`config.mk`:
```
export PLATFORM = sky130hd
export DESIGN_NAME = pipe_hazard_ctrl
export DESIGN_NICKNAME = d
export VERILOG_FILES = /design/src/rtl/pipe_ctrl_pkg.sv /design/src/rtl/pipe_hazard_ctrl_fwd_unit.sv /design/src/rtl/pipe_hazard_ctrl.sv
export SDC_FILE = /design/constraint.sdc
export NUM_CORES = 1
export LEC_CHECK = 0
export ABC_AREA = 1
export BUFFER_PORTS_ARGS = -buffer_cell sky130_fd_sc_hd__buf_2
export CELL_PAD_IN_SITES_DETAIL_PLACEMENT = 1
export CELL_PAD_IN_SITES_GLOBAL_PLACEMENT = 1
export CORE_ASPECT_RATIO = 0.5
export CORE_MARGIN = 1.5
export CORE_UTILIZATION = 34
export CTS_BUF_LIST = sky130_fd_sc_hd__clkbuf_8
export DETAILED_ROUTE_END_ITERATION = 10
export PLACE_DENSITY = 0.76
export SLEW_MARGIN = 20
export SYNTH_ARGS = -nofsm -noshare
export SYNTH_HDL_FRONTEND = slang
export SYNTH_SLANG_ARGS = --single-unit
```
`constraint.sdc`:
```
create_clock -name i_clk -period 2.03 [get_ports i_clk]
set_clock_uncertainty 0.15 [all_clocks]
set_input_delay 0.5075 -clock i_clk [delete_from_list [all_inputs] [get_ports i_clk]]
set_output_delay 0.5075 -clock i_clk [all_outputs]
set_load 0.005 [all_outputs]
```
`src/rtl/pipe_ctrl_pkg.sv`:
```
// Shared types and constants for the 5-stage pipeline hazard controller.
package pipe_ctrl_pkg;

    typedef enum logic {
        StRun     = 1'b0,
        StMemWait = 1'b1
    } state_e;

    localparam logic [1:0] FWD_RF  = 2'b00;
    localparam logic [1:0] FWD_WB  = 2'b01;
    localparam logic [1:0] FWD_MEM = 2'b10;

    localparam int unsigned DEF_CNT_W       = 16;
    localparam int unsigned DEF_MEM_TIMEOUT = 64;
    localparam int unsigned DEF_TO_W        = 7;

endpackage

```
`src/rtl/pipe_hazard_ctrl_fwd_unit.sv`:
```
// EX-stage forwarding select for one source operand; MEM result wins over WB.
module fwd_unit
    import pipe_ctrl_pkg::*;
(
    input  logic [4:0] i_src,
    input  logic [4:0] i_wa_m,
    input  logic       i_rfwe_m,
    input  logic [4:0] i_wa_w,
    input  logic       i_rfwe_w,
    output logic [1:0] o_sel
);

    logic w_hit_m;
    logic w_hit_w;

    // $0 is hardwired, so a write to it is never a real producer.
    assign w_hit_m = i_rfwe_m & (i_wa_m != 5'd0) & (i_wa_m == i_src);
    assign w_hit_w = i_rfwe_w & (i_wa_w != 5'd0) & (i_wa_w == i_src);

    always_comb begin
        o_sel = FWD_RF;
        if (w_hit_m) begin
            o_sel = FWD_MEM;
        end else if (w_hit_w) begin
            o_sel = FWD_WB;
        end
    end

endmodule

```
`src/rtl/pipe_hazard_ctrl.sv`:
```
// Pipeline hazard controller: stall/flush priority, memory-wait FSM with timeout,
// operand forwarding selects and saturating stall/flush counters.
module pipe_hazard_ctrl
    import pipe_ctrl_pkg::*;
#(
    parameter int unsigned CNT_W       = DEF_CNT_W,
    parameter int unsigned MEM_TIMEOUT = DEF_MEM_TIMEOUT,
    parameter int unsigned TO_W        = DEF_TO_W
) (
    input  logic             i_clk,
    input  logic             i_rst_n,
    input  logic [4:0]       i_rs_d,
    input  logic [4:0]       i_rt_d,
    input  logic [4:0]       i_rs_e,
    input  logic [4:0]       i_rt_e,
    input  logic [4:0]       i_wa_e,
    input  logic             i_rfwe_e,
    input  logic             i_mtorf_sel_e,
    input  logic [4:0]       i_wa_m,
    input  logic             i_rfwe_m,
    input  logic [4:0]       i_wa_w,
    input  logic             i_rfwe_w,
    input  logic             i_branch_taken_e,
    input  logic             i_dm_access_m,
    input  logic             i_dm_rdy,
    output logic             o_stall_f,
    output logic             o_stall_d,
    output logic             o_stall_e,
    output logic             o_stall_m,
    output logic             o_flush_d,
    output logic             o_flush_e,
    output logic             o_flush_w,
    output logic [1:0]       o_forward_a_e,
    output logic [1:0]       o_forward_b_e,
    output logic             o_mem_err,
    output logic [CNT_W-1:0] o_stall_cnt,
    output logic [CNT_W-1:0] o_flush_cnt
);

    localparam logic [TO_W-1:0] TO_LAST = TO_W'(MEM_TIMEOUT - 1);

    state_e           r_state;
    state_e           w_state_nxt;
    logic [TO_W-1:0]  r_wait_cnt;
    logic [TO_W-1:0]  w_wait_cnt_nxt;
    logic             r_mem_err;
    logic [CNT_W-1:0] r_stall_cnt;
    logic [CNT_W-1:0] r_flush_cnt;

    logic             w_to_hit;
    logic             w_memwait;
    logic             w_lu;
    logic             w_branch_flush;
    logic [1:0]       w_fwd_a;
    logic [1:0]       w_fwd_b;

    assign w_to_hit  = (r_state == StMemWait) && (r_wait_cnt == TO_LAST);
    assign w_memwait = i_dm_access_m & ~i_dm_rdy & ~w_to_hit;
    assign w_lu      = i_mtorf_sel_e & i_rfwe_e & (i_wa_e != 5'd0) &
                       ((i_wa_e == i_rs_d) | (i_wa_e == i_rt_d));
    // A frozen EX holds the branch, so it re-fires once the memory wait releases.
    assign w_branch_flush = ~w_memwait & i_branch_taken_e;

    fwd_unit u_fwd_a (
        .i_src    (i_rs_e),
        .i_wa_m   (i_wa_m),
        .i_rfwe_m (i_rfwe_m),
        .i_wa_w   (i_wa_w),
        .i_rfwe_w (i_rfwe_w),
        .o_sel    (w_fwd_a)
    );

    fwd_unit u_fwd_b (
        .i_src    (i_rt_e),
        .i_wa_m   (i_wa_m),
        .i_rfwe_m (i_rfwe_m),
        .i_wa_w   (i_wa_w),
        .i_rfwe_w (i_rfwe_w),
        .o_sel    (w_fwd_b)
    );

    always_comb begin
        w_state_nxt    = r_state;
        w_wait_cnt_nxt = '0;
        case (r_state)
            StRun: begin
                if (w_memwait) begin
                    w_state_nxt = StMemWait;
                end
            end
            StMemWait: begin
                if (w_memwait) begin
                    w_wait_cnt_nxt = r_wait_cnt + TO_W'(1);
                end else begin
                    w_state_nxt = StRun;
                end
            end
            default: w_state_nxt = StRun;
        endcase
    end

    always_comb begin
        o_stall_f     = 1'b0;
        o_stall_d     = 1'b0;
        o_stall_e     = 1'b0;
        o_stall_m     = 1'b0;
        o_flush_d     = 1'b0;
        o_flush_e     = 1'b0;
        o_flush_w     = 1'b0;
        o_forward_a_e = FWD_RF;
        o_forward_b_e = FWD_RF;
        if (!i_rst_n) begin
            o_flush_d = 1'b1;
            o_flush_e = 1'b1;
            o_flush_w = 1'b1;
        end else begin
            if (w_memwait) begin
                o_stall_f = 1'b1;
                o_stall_d = 1'b1;
                o_stall_e = 1'b1;
                o_stall_m = 1'b1;
                o_flush_w = 1'b1;
            end else begin
                if (w_branch_flush) begin
                    o_flush_d = 1'b1;
                    o_flush_e = 1'b1;
                end else if (w_lu) begin
                    o_stall_f = 1'b1;
                    o_stall_d = 1'b1;
                    o_flush_e = 1'b1;
                end
                // Timed-out load data must never reach the register file.
                if (w_to_hit) begin
                    o_flush_w = 1'b1;
                end
            end
            o_forward_a_e = w_fwd_a;
            o_forward_b_e = w_fwd_b;
        end
    end

    always_ff @(posedge i_clk or negedge i_rst_n) begin
        if (!i_rst_n) begin
            r_state     <= StRun;
            r_wait_cnt  <= '0;
            r_mem_err   <= 1'b0;
            r_stall_cnt <= '0;
            r_flush_cnt <= '0;
        end else begin
            r_state    <= w_state_nxt;
            r_wait_cnt <= w_wait_cnt_nxt;
            if (w_to_hit) begin
                r_mem_err <= 1'b1;
            end
            if (o_stall_f && (r_stall_cnt != '1)) begin
                r_stall_cnt <= r_stall_cnt + CNT_W'(1);
            end
            if (w_branch_flush && (r_flush_cnt != '1)) begin
                r_flush_cnt <= r_flush_cnt + CNT_W'(1);
            end
        end
    end

    assign o_mem_err   = r_mem_err;
    assign o_stall_cnt = r_stall_cnt;
    assign o_flush_cnt = r_flush_cnt;

endmodule

```
==> results.sh, run 1 <==
export IMPL_vias_per_cell=4.64
export IMPL_syn_area_mm2=0.00283
export IMPL_synth_area_leaders="dfrtp_1, nand2_1, xor2_1"
export IMPL_syn_to_final_growth_pct=40.7
export IMPL_leakagePower_uw=0.00210
export IMPL_cts_root_buffer="clkbuf_8"
export IMPL_yosysTopAreaCellShare=0.363
export IMPL_grt_pass1_vias=2892
export IMPL_portBuffers=87
export IMPL_dp_cells=599
export IMPL_rows=23
export IMPL_numCtsBuffers=5
export IMPL_worst_ep_required_time_ps=1370
export IMPL_firstDrtPassIters=4
export IMPL_synthDistinctLibCells=35
export IMPL_num_antenna_cells=0
export IMPL_synth_nets=432
export IMPL_antenna_found_initial=0
export IMPL_cp_end_kind="primary output"
export IMPL_synthCells=385
export IMPL_worstReg2RegStart="r_wait_cnt[0]$_DFF_PN0_"
export IMPL_clk_pin_slew_ps=90
export IMPL_setup_slack_ps=-323
export IMPL_hold_viol=0
export IMPL_final_cell_mix="nand2_1, buf_2, inv_1"
export IMPL_dp_hpwl_um=6130
export IMPL_top_layer_used="met4"
export IMPL_final_cells=618
export IMPL_p_per_area_mw_per_mm2=614
export IMPL_met2_length_um=4300
export IMPL_clk_latency_ps=300
export IMPL_rsz0062_at_grt="yes"
export IMPL_avgSynthCellArea_um2=7.35
export IMPL_core_area_mm2=0.00803
export IMPL_place_gp_congestion=0.772
export IMPL_timing_final_crit_period_ps=2350
export IMPL_cts_htree_levels=2
export IMPL_fin_crit_sh=1.16
export IMPL_met1Wirelength_um=3620
export IMPL_crit_fanout=3
export IMPL_grt_start_max_net_pins=42
export IMPL_irDropWorstVdd_uv=342
export IMPL_routed_wl_um=8440
export IMPL_hp_class="in2async"
export IMPL_die_area_mm2=0.00891
export IMPL_cts_hold_buffers=0
export IMPL_die_y_um=67.5
export IMPL_reg2reg_to="o_stall_cnt[14]$_DFFE_PN0P_"
export IMPL_drive_gt1_frac=0.340
export IMPL_worstPathCellList="ha_2 -> nand2_2 -> nor2_4 -> nand3_4 -> nand2_4 -> a21oi_4 -> buf_6 -> a21oi_2 -> buf_2"
export IMPL_drtIter0Drc=100
export IMPL_wl_met3_um=461
export IMPL_grt_pass1_wl_um=13500
export IMPL_fp_dieW_um=132
export IMPL_pin_count=88
export IMPL_drv_cap=0
export IMPL_post_drt_wl_per_cell_um=13.6
export IMPL_setup_worst_path_class="reg2out"
export IMPL_path_buf_inv=2
export IMPL_clockBufferDepth=2
export IMPL_finalSetupTns_ps=-2330
export IMPL_violations="setup timing"
export IMPL_status="finished with violations"
export IMPL_final_common_cell="nand2_1"
export IMPL_drv_slew=0
export IMPL_critical_path_top_delay_family="simple AND/OR/NAND/NOR gates"
export IMPL_cts_tree="yes"
export IMPL_ys_seq_area_frac=0.363
export IMPL_grtUsageTotal=0.190
export IMPL_yosysWarnings=0
export IMPL_relSlewSlack=0.636
export IMPL_reg2reg_depth=14
export IMPL_slowest_stage="dfrtp_1"
export IMPL_grt_remaining_overflow=0
export IMPL_fmax_ghz=0.425
export IMPL_cts_num_sinks=41
export IMPL_critPathMaxStageDelay_ps=370
export IMPL_start_kind="flip-flop"
export IMPL_ant_nets=0
export IMPL_yosysTopAreaCell="dfrtp_1"
export IMPL_layout_nets=552
export IMPL_setup_viol_count_final=25
export IMPL_crit_arrival_ps=1700
export IMPL_reg2reg_setup_slack_ps=-80
export IMPL_drc=0
export IMPL_initial_core_util=0.352
export IMPL_worstMarginPinSlew_ps=546
export IMPL_fillers=1039
export IMPL_vias=2865
export IMPL_ys_ff_latch=41
-- repair_timing --
action	CTS	global route
buffers inserted	2	9
gates resized for setup	41	25
endpoints found under the setup margin	23	28
hold endpoints to repair	0	0
pin swaps	22	17
-- cells in the mapped netlist (all sizes together) --
cell / n
or2: 1
o21ai: 6
nand3: 42
dfrtp: 41
o22ai: 1
nand2: 109
nor2: 50
nand4: 6
nor3b: 3
a21oi: 6
nand3b: 1
nor4: 2
inv: 52
o211ai: 1
ha: 3
xor2: 25
nor3: 9
buf: 6
and3: 1
xnor2: 20
-- state kept, by name, summed over array words and instances, names as in the netlist --
register,cells
o_mem_err,1
r_state,1
o_stall_cnt,16
r_wait_cnt,7
o_flush_cnt,16
-- worst max path at each step --
| stage | start | endpoint | cells after the start |
|---|---|---|---|
| 2_1_floorplan | r_wait_cnt[0]$_DFF_PN0_ | o_stall_f | 10 |
| 3_3_place_gp | i_wa_m[1] | o_forward_b_e[1] | 8 |
| 3_5_place_dp | i_wa_w[2] | o_forward_b_e[0] | 7 |
| 4_1_cts | r_wait_cnt[0]$_DFF_PN0_ | o_stall_f | 9 |
| 5_1_grt | r_wait_cnt[1]$_DFF_PN0_ | o_flush_e | 9 |
| 6_report | r_wait_cnt[0]$_DFF_PN0_ | o_flush_e | 9 |
-- final cells by class --
| cell class | instances | area, µm² | share of cell area |
|---|---|---|---|
| clock buffers | 6 | 82.6 | 0.0207 |
| well taps | 112 | 140 | 0.0352 |
| flip-flops and latches | 41 | 1030 | 0.258 |
| inverters | 52 | 203 | 0.0509 |
| repair buffers | 119 | 795 | 0.200 |
| multi-input cells | 286 | 1700 | 0.427 |
| clock inverters | 2 | 33.8 | 0.00849 |
-- where the power goes --
group          internal [µW]  total (µW)  switching, µW
registers                928        1080            150
clock network            397         703            306
logic                    323         665            342
-- through the flow --
stage | hold slack, ps | power (µW) | worst slack [ps] | util | area, µm²
global route | 217 | 2610 | -415 | 0.496 | 3980
global placement | 292 | 1660 | -101 | 0.438 | 3520
finish | 173 | 2450 | -323 | 0.496 | 3980
detailed placement | 299 | 1690 | -110 | 0.438 | 3520
CTS | 190 | 2440 | -329 | 0.476 | 3820
floorplan | 61.9 | 1390 | -84.1 | - | 2840
-- layer usage --
metal | up-vias | track usage
li1 | 1435 | -
met1 | 1357 | 0.220
met2 | 68 | 0.365
met3 | 5 | 0.0480
met4 | 0 | 0.0403
met5 | - | 0
-- worst register-to-register path, stage by stage, from the launching register on --
cell and delay (ps):
dfrtp_1 370, ha_2 190, nand2_2 70, nor2_4 140
nand3_4 90, nand2_4 110, nor2_2 60, inv_1 90
nand2_4 80, buf_4 140, buf_4 130, buf_6 140
buf_4 140, nand3_1 60, nand2_1 60
-- cells by family (layout without fill, tap and decap cells) --
kind of cell,Yosys count,in the layout,synth area share
AND/OR/NAND/NOR,224,224,0.370
XOR/XNOR,45,45,0.139
buffers and inverters,58,179,0.0876
flip-flops,41,41,0.363
AO/OA/AOI/OAI,14,14,0.0274
adder cells (fa/ha/maj),3,3,0.0133
Note: power is estimated with default switching activity, not from simulation.
==> inputs of run 2 (changes only) <==
Settings changed: CORE_UTILIZATION 34 to 37, PLACE_DENSITY 0.76 to 0.79.
Clock period 2.03 ns to 2.56 ns, I/O delays scaled along.
==> run 2 against run 1 <==
Count of clock-buffer cells in the layout unchanged. Utilization shrank 1.1 points. Critical path type unchanged. Critical endpoint unchanged. Sequential share of layout area is 2.9 points higher. The flow now finishes without violations. Register-to-register slack improved by 560 ps. Combinational power down 29%. Global-route usage up 1.2 points. Critical path depth unchanged. Clock power down 22%.
==> results.sh, run 2 (same netlist as run 1, synthesis figures left out) <==
export IMPL_irDropWorstVdd_uv=220
export IMPL_grt_remaining_overflow=0
export IMPL_grt_start_max_net_pins=42
export IMPL_firstDrtPassIters=4
export IMPL_start_kind="flip-flop"
export IMPL_worstPathCellList="ha_2 -> nand2_2 -> nor2_4 -> nand3_4 -> nand2_4 -> nor2_2 -> buf_4 -> a21oi_1 -> buf_2"
export IMPL_pwr_share_comb=0.251
export IMPL_setup_viol_count_final=0
export IMPL_numCtsBuffers=5
export IMPL_clk_latency_ps=300
export IMPL_post_drt_wl_per_cell_um=13.8
export IMPL_routed_wl_um=8030
export IMPL_critical_path_top_delay_family="simple AND/OR/NAND/NOR gates"
export IMPL_worstMarginPinSlew_ps=533
export IMPL_fin_crit_sh=0.992
export IMPL_relSlewSlack=0.645
export IMPL_power_total_uw=1870
export IMPL_power_switching_uw=605
export IMPL_portBuffers=87
export IMPL_cts_hold_buffers=0
export IMPL_slowest_stage="dfrtp_1"
export IMPL_layout_nets=533
export IMPL_final_common_cell="nand2_1"
export IMPL_dp_hpwl_um=6050
export IMPL_reg2reg_depth=13
export IMPL_cellInternalPower_uw=1260
export IMPL_fin_util=0.485
export IMPL_core_area_mm2=0.00738
export IMPL_p_per_area_mw_per_mm2=522
export IMPL_setup_worst_path_class="reg2out"
export IMPL_drtIter0Drc=76
export IMPL_status="completed"
export IMPL_final_cell_mix="nand2_1, buf_2, inv_1"
export IMPL_cp_depth=9
export IMPL_crit_arrival_ps=1750
export IMPL_vias_per_cell=4.76
export IMPL_die_area_mm2=0.00821
export IMPL_hold_viol=0
export IMPL_place_gp_congestion=0.788
export IMPL_timing_final_crit_period_ps=2540
export IMPL_cts_root_buffer="clkbuf_8"
export IMPL_drc=0
export IMPL_initial_core_util=0.383
export IMPL_swShare=0.324
export IMPL_path_buf_inv=2
export IMPL_power_frac_clock=0.294
export IMPL_seq_power_share=0.455
export IMPL_vias=2776
export IMPL_clockBufferDepth=2
export IMPL_leakagePower_uw=0.00192
export IMPL_grt_pass1_wl_um=13200
export IMPL_fmax_ghz=0.394
export IMPL_grtUsageTotal=0.203
export IMPL_critPathMaxStageDelay_ps=370
export IMPL_rows=22
export IMPL_worst_ep_required_time_ps=1770
export IMPL_cts_num_sinks=41
export IMPL_fp_dieW_um=127
export IMPL_ant_nets=0
export IMPL_clk_pin_slew_ps=80
export IMPL_rsz0062_at_grt="yes"
export IMPL_drv_cap=0
export IMPL_antenna_found_initial=0
export IMPL_cts_htree_levels=2
export IMPL_finalSetupTns_ps=0
export IMPL_syn_to_final_growth_pct=26.5
export IMPL_hp_class="in2async"
export IMPL_die_y_um=64.8
export IMPL_drive_gt1_frac=0.269
export IMPL_cts_tree="yes"
export IMPL_pin_count=88
export IMPL_drv_slew=0
export IMPL_grt_pass1_vias=2828
export IMPL_num_antenna_cells=0
export IMPL_crit_fanout=5
export IMPL_cp_end_kind="primary output"
export IMPL_fillers=978
==> run 2: changes by cell type in the layout (fill, tap and decap cells not counted), moves of 4 or more <==
| cell | before | now |
|---|---|---|
| buf_6 | 15 | 0 |
| buf_2 | 74 | 87 |
| buf_4 | 26 | 13 |
| xnor2_1 | 13 | 20 |
| xnor2_2 | 7 | 0 |
| inv_1 | 46 | 51 |
| buf_8 | 4 | 0 |
| inv_2 | 5 | 1 |
==> run 2: worst paths after layout <==
| kind | from | to | slack [ps] |
|---|---|---|---|
| max | r_wait_cnt[1]$_DFF_PN0_ | o_flush_e | 20 |
| min | i_rst_n | o_flush_cnt[11]$_DFFE_PN0P_ | 300 |
| max reg2reg | r_wait_cnt[1]$_DFF_PN0_ | o_stall_cnt[10]$_DFFE_PN0P_ | 480 |
| min reg2reg | o_mem_err$_DFFE_PN0P_ | o_mem_err$_DFFE_PN0P_ | 320 |
| max in group asynchronous | i_rst_n | o_stall_cnt[0]$_DFFE_PN0P_ | 1590 |
| min in group i_clk | o_mem_err$_DFFE_PN0P_ | o_mem_err$_DFFE_PN0P_ | 320 |
==> run 2: through the flow <==
step                hold slack, ps  setup WS (ps)  instance area [µm²]  instances
detailed placement             312           58.7                 3360        566
global placement               299           83.1                 3360        566
floorplan                      194            198                 2830        385
global route                   344          -54.2                 3580        583
finish                         295           21.1                 3580        583
CTS                            318           2.25                 3520        577
==> run 2: cell type report <==
| type | count | area (µm²) | area share |
|---|---|---|---|
| Tap cell | 96 | 120 | 0.0336 |
| Timing Repair Buffer | 100 | 533 | 0.149 |
| Sequential cell | 41 | 1030 | 0.287 |
| Clock inverter | 2 | 33.8 | 0.00944 |
| Clock buffer | 6 | 82.6 | 0.0231 |
| Inverter | 52 | 198 | 0.0552 |
| Multi-Input combinational cell | 286 | 1590 | 0.443 |
==> run 2: per-layer routing <==
metal  track usage  up-vias  share of wire
met5             0        -              0
met4        0.0284        0         0.0049
met3        0.0372        4          0.043
met2         0.367       55           0.50
met1         0.261     1317           0.45
li1              -     1400              -
==> run 2: worst reg2reg max path, stage by stage (launching register included) <==
cell	delay [ps]
dfrtp_1	390
ha_2	200
nand2_2	110
nor2_4	60
nand3_4	90
nand2_4	90
a21oi_4	160
nand3_2	100
nand2_4	100
buf_4	170
buf_4	180
nand2_1	70
nand2_1	60
nand2_1	40
==> run 2: what timing repair did <==
| action | 4_1_cts | 5_1_grt |
|---|---|---|
| buffers inserted | 3 | 6 |
| gates resized for setup | 3 | 3 |
| pin swaps | 3 | 4 |
| setup endpoints to repair | 3 | 5 |
==> run 2: power by group through the flow <==
stage | clock [µW] | sequential, µW | combinational (µW)
after detailed placement | 0 | 862 | 464
after floorplan | 0 | 853 | 245
final | 549 | 850 | 469
after CTS | 564 | 852 | 474
after global placement | 0 | 861 | 445
after global routing | 585 | 866 | 535
